$ cat config.mk
export PLATFORM = sky130hd
export DESIGN_NAME = uart_sort_ctrl
export DESIGN_NICKNAME = d
export VERILOG_FILES = /design/src/rtl/uart_sort_ctrl.sv
export SDC_FILE = /design/constraint.sdc
export NUM_CORES = 1
export LEC_CHECK = 0
export ABC_AREA = 1
export BUFFER_PORTS_ARGS = -buffer_cell sky130_fd_sc_hd__buf_4
export CORE_ASPECT_RATIO = 1.4
export CORE_MARGIN = 2
export CORE_UTILIZATION = 46
export DETAILED_ROUTE_END_ITERATION = 10
export PLACE_DENSITY = 0.89
export SLEW_MARGIN = 20
export SYNTH_ARGS = -nofsm -noshare
export SYNTH_HDL_FRONTEND = slang
export SYNTH_SLANG_ARGS = --single-unit
$ cat constraint.sdc
create_clock -name clk -period 1.7 [get_ports clk]
set_input_delay 0.17 -clock clk [delete_from_list [all_inputs] [get_ports clk]]
set_output_delay 0.17 -clock clk [all_outputs]
set_load 0.005 [all_outputs]
$ cat src/rtl/uart_sort_ctrl.sv
// Frame collector between a UART and an external sorter: gathers N bytes, launches the sort,
// then streams the sorted frame back out to the transmitter.
module uart_sort_ctrl #(
    parameter int unsigned N            = 8,
    parameter int unsigned W            = 8,
    parameter int unsigned SORT_TIMEOUT = 1024
) (
    input  logic           clk,
    input  logic           rst,
    input  logic           rx_valid,
    input  logic [W-1:0]   rx_data,
    output logic           sort_start,
    output logic [N*W-1:0] sort_dout,
    input  logic           sort_done,
    input  logic [N*W-1:0] sort_din,
    output logic           tx_valid,
    output logic [W-1:0]   tx_data,
    input  logic           tx_ready,
    output logic           busy,
    output logic           overrun,
    output logic           timeout
);

    localparam int unsigned IW = $clog2(N);
    localparam int unsigned CW = $clog2(SORT_TIMEOUT + 1);
    localparam logic [IW-1:0] LAST_IDX   = IW'(N - 1);
    localparam logic [CW-1:0] EXPIRE_CNT = CW'(SORT_TIMEOUT - 1);

    localparam logic [1:0] S_FILL  = 2'd0;
    localparam logic [1:0] S_START = 2'd1;
    localparam logic [1:0] S_WAIT  = 2'd2;
    localparam logic [1:0] S_SEND  = 2'd3;

    logic [1:0]    state_q;
    logic [1:0]    state_d;
    logic [IW-1:0] idx;
    logic [W-1:0]  frame_buf [N];
    logic [CW-1:0] wait_cnt;
    logic          rx_take;
    logic          tx_take;
    logic          sort_expire;

    assign rx_take     = (state_q == S_FILL) && rx_valid;
    assign tx_take     = (state_q == S_SEND) && tx_ready;
    assign sort_expire = (state_q == S_WAIT) && !sort_done && (wait_cnt == EXPIRE_CNT);

    // Status/strobe outputs are pure decodes of the state register.
    assign sort_start = (state_q == S_START);
    assign tx_valid   = (state_q == S_SEND);
    assign busy       = (state_q != S_FILL);
    assign tx_data    = frame_buf[idx];

    always_comb begin
        sort_dout = '0;
        for (int unsigned i = 0; i < N; i++) begin
            sort_dout[W*i +: W] = frame_buf[i];
        end
    end

    always_ff @(posedge clk or negedge rst) begin
        if (!rst) begin
            state_q <= S_FILL;
        end else begin
            state_q <= state_d;
        end
    end

    always_comb begin
        state_d = state_q;
        case (state_q)
            S_FILL:  if (rx_take && (idx == LAST_IDX)) state_d = S_START;
            S_START: state_d = S_WAIT;
            S_WAIT: begin
                if (sort_done) begin
                    state_d = S_SEND;
                end else if (sort_expire) begin
                    state_d = S_FILL;
                end
            end
            S_SEND:  if (tx_take && (idx == LAST_IDX)) state_d = S_FILL;
            default: state_d = S_FILL;
        endcase
    end

    // Datapath: idx wraps naturally at N because N is a power of two.
    always_ff @(posedge clk or negedge rst) begin
        if (!rst) begin
            idx      <= '0;
            wait_cnt <= '0;
            overrun  <= 1'b0;
            timeout  <= 1'b0;
            for (int unsigned i = 0; i < N; i++) begin
                frame_buf[i] <= '0;
            end
        end else begin
            if (rx_valid && (state_q != S_FILL)) begin
                overrun <= 1'b1;
            end
            if (rx_take) begin
                frame_buf[idx] <= rx_data;
                idx            <= IW'(idx + 1'b1);
            end
            if (state_q == S_START) begin
                wait_cnt <= '0;
            end
            if (state_q == S_WAIT) begin
                wait_cnt <= CW'(wait_cnt + 1'b1);
                if (sort_done) begin
                    for (int unsigned i = 0; i < N; i++) begin
                        frame_buf[i] <= sort_din[W*i +: W];
                    end
                end else if (sort_expire) begin
                    timeout <= 1'b1;
                end
            end
            if (tx_take) begin
                idx <= IW'(idx + 1'b1);
            end
        end
    end

endmodule

==> impl_results.md <==
* Status: finished with violations
* Violated checks: setup timing
* Grt ovf at 0
* Largest net degree at the start of global routing at 83
* Max-cap violations at 0
* Die area at 10800 um^2
* Via count at 5233
* Sequential power share at 0.288
* Fin nets at 860
* Combinational Power Share at 0.554
* FF-to-FF path depth at 8
* Required time worst endpoint at 1530 ps
* FMAX at 555 MHz
* Antenna-violating nets left at 0
* Gpl congestion at 0.889
* Largest area contributor in the netlist: dfrtp_1
* Hold path start: sort_din[30]
* Crit-path max cell delay at 470 ps
* Per-cell routed wire length at 17.8 um
* Unrepaired setup endpoints after global routing: yes
* Max-slew headroom at 0.706
* Synth Register Bits at 82
* Core area at 9850 um^2
* Hold WC Path Type: in2reg
* CTS H-tree lvls at 3
* Die X at 88.5 um
* Worst setup EP type: output port
* CTS clk-pin slew, worst paths at 60 ps
* Yosys warns at 0
* Die H at 122 um
* FP Rows at 43
* TritonCTS Buffers at 9
* CTS tree: built
* Period minus WS final at 1800 ps
* Sw frac at 0.410
* Synth-to-layout area growth at 45.2%
* Initial antenna violation count at 0
* First-pass GRT wire length at 23900 um
* Post-synth cell types at 32
* CTS sink cnt at 82
* Hold depth at 3
* Worst-path cell chain: buf_12, o211ai_1, nand4_1, buf_4
* ANT cells at 0
* Number of global-route vias before repair at 4869
* PwrDens at 1900 nW/um^2
* Buf+Inv Stages, Crit Path at 2
* Drt drc at 0
* Clk_lat worst skew at 340 ps
* CP top delay family: flip-flops
* Pint at 7.50 mW
* Synth Instances at 602
* Seq/Total Area, Yosys at 0.446
* Initial Utilization at 0.467
* NetSw at 5.20 mW
* Fin. max-slew vios at 0
* Worst-case clock buffer depth at 2
* Num ports at 154
* Post-route setup slack at -102 ps
* Crit Path Class: reg2out
* Final non-filler cell total at 915
* Wirelength, routed at 16300 um
* Synth top area share at 0.446
* Largest cells by area after synthesis: dfrtp_1 45%, nand2_1 13%, a31oi_1 4.5%
* FF-to-FF End: sort_dout[23]
* Pleak at 3.37 nW
* Hold endpoint: sort_dout[30]
* Layout cells sized above 1 at 0.317
* Mapped Nets at 687
* Input/output buffers at 153
* Synth Area per Inst at 7.64 um^2
* Post-Syn Area at 4600 um^2
* Worst Max-Slew Pin Slew at 441 ps
* Root buffer cell: clkbuf_16
* Cell count after placement at 876
* Slowest CP cell: dfrtp_2
* Final period util at 1.06
* Worst r2r src: idx[0]
* DRT Pass-1 Iters at 5
* Peak VDD IR at 1080 uV
* Final Setup Violations at 8
* Arrival time worst endpoint at 1630 ps
* Flop-to-flop setup slack at 10 ps
* Total power at 12.7 mW
* Max FO, Critical Path at 17
* Part of the power in the clock network at 0.158
* Detailed Place HPWL at 11300 um
* Final Hold Viols at 0
* Global-route usage over all layers at 0.290
* Drt first-iter violations at 533
* Setup Skew at 4.94 ps
* CP startpoint kind: flip-flop
* Avg Vias per Cell at 5.72
==> metal layers <==
metal,up-vias,track usage,wire [um]
met4,0,0.151,834
met3,71,0.0706,1600
met5,-,0,0
li1,2364,-,-
met1,2434,0.354,5800
met2,364,0.469,8080
==> worst min-delay path: stages <==
cell	delay, ps
buf_4	80
nand2_1	40
nand2_1	50
==> state kept, by name, indices dropped and copies added (netlist names) <==
signal     count
state_q        2
wait_cnt      11
overrun        1
sort_dout     64
idx            3
timeout        1
==> repair_timing <==
item / CTS / global route
resized for setup: 8 / 33
setup endpoints to repair: 13 / 58
hold buffers: 1 / 0
gates cloned: 1 / 4
hold endpoints to repair: 82 / 0
setup buffers: 5 / 12
pin swaps: 13 / 24
==> synth_stat cells (all sizes together) <==
library cell,number
nand2,164
dfrtp,82
inv,56
o21ai,53
nor2,51
nand3,39
a21oi,35
a31oi,33
o211ai,27
buf,22
nand4,12
clkbuf,11
ha,8
nor3,2
a21o,1
and2,1
and3,1
nor3b,1
or2,1
xnor2,1
xor2,1
==> cell families after synthesis <==
family,synth area share
AOI/OAI and AO/OA,0.186
xor gates and xnor gates,0.00381
adders and majority gates,0.0218
buffers and inverters,0.0851
DFF,0.446
and+or+nand+nor,0.257
==> cells in the final DEF (no fill, tap or decap), drive strengths merged, types with 2 or more instances in the layout <==
cell	synthesis	routed
a21oi	35	35
o21ai	53	53
a31oi	33	33
o211ai	27	27
inv	56	57
ha	8	8
clkbuf	11	15
nor2	51	51
dfrtp	82	82
nand2	164	164
nor3	2	2
clkinv	0	2
nand4	12	12
nand3	39	39
buf	22	191
==> power groups by stage <==
stage	clock, mW	sequential, mW	combinational [mW]
after CTS	2.01	3.61	6.34
after global routing	2.10	3.74	7.66
after global placement	0	3.59	5.81
after floorplan	0	3.50	3.06
after detailed placement	0	3.62	6.03
final	2.01	3.65	7.04
==> area by class of cell <==
class	count	area (um^2)
Fill cell	761	3160
Multi-Input combinational cell	431	2270
Sequential cell	82	2060
Timing Repair Buffer	195	1670
Clock buffer	12	256
Inverter	56	210
Tap cell	135	169
Clock inverter	4	48.8
==> worst max-delay path by stage <==
stage / startpoint / end / slack (ps) / cells after the start
global placement: state_q[1] / sort_dout[1] / 120 / 8
floorplan: state_q[0] / wait_cnt[8] / 90 / 9
CTS: idx[0] / tx_data[7] / -80 / 4
finish: idx[0] / tx_data[0] / -100 / 4
detailed placement: state_q[0] / sort_dout[15] / -20 / 7
global route: idx[0] / tx_data[7] / -150 / 4
==> metrics by stage <==
step                hold WS (ps)  setup TNS, ps   util  cell area (um^2)  setup slack, ps
detailed placement           231          -28.9  0.606              5970            -17.9
floorplan                   -126              0      -              4600             89.2
global route                33.0          -1100  0.679              6680             -147
CTS                         23.1           -346  0.648              6380            -77.8
global placement             228              0  0.606              5970              119
finish                      23.5           -610  0.679              6680             -102
Power figures use the tool's default switching activity.
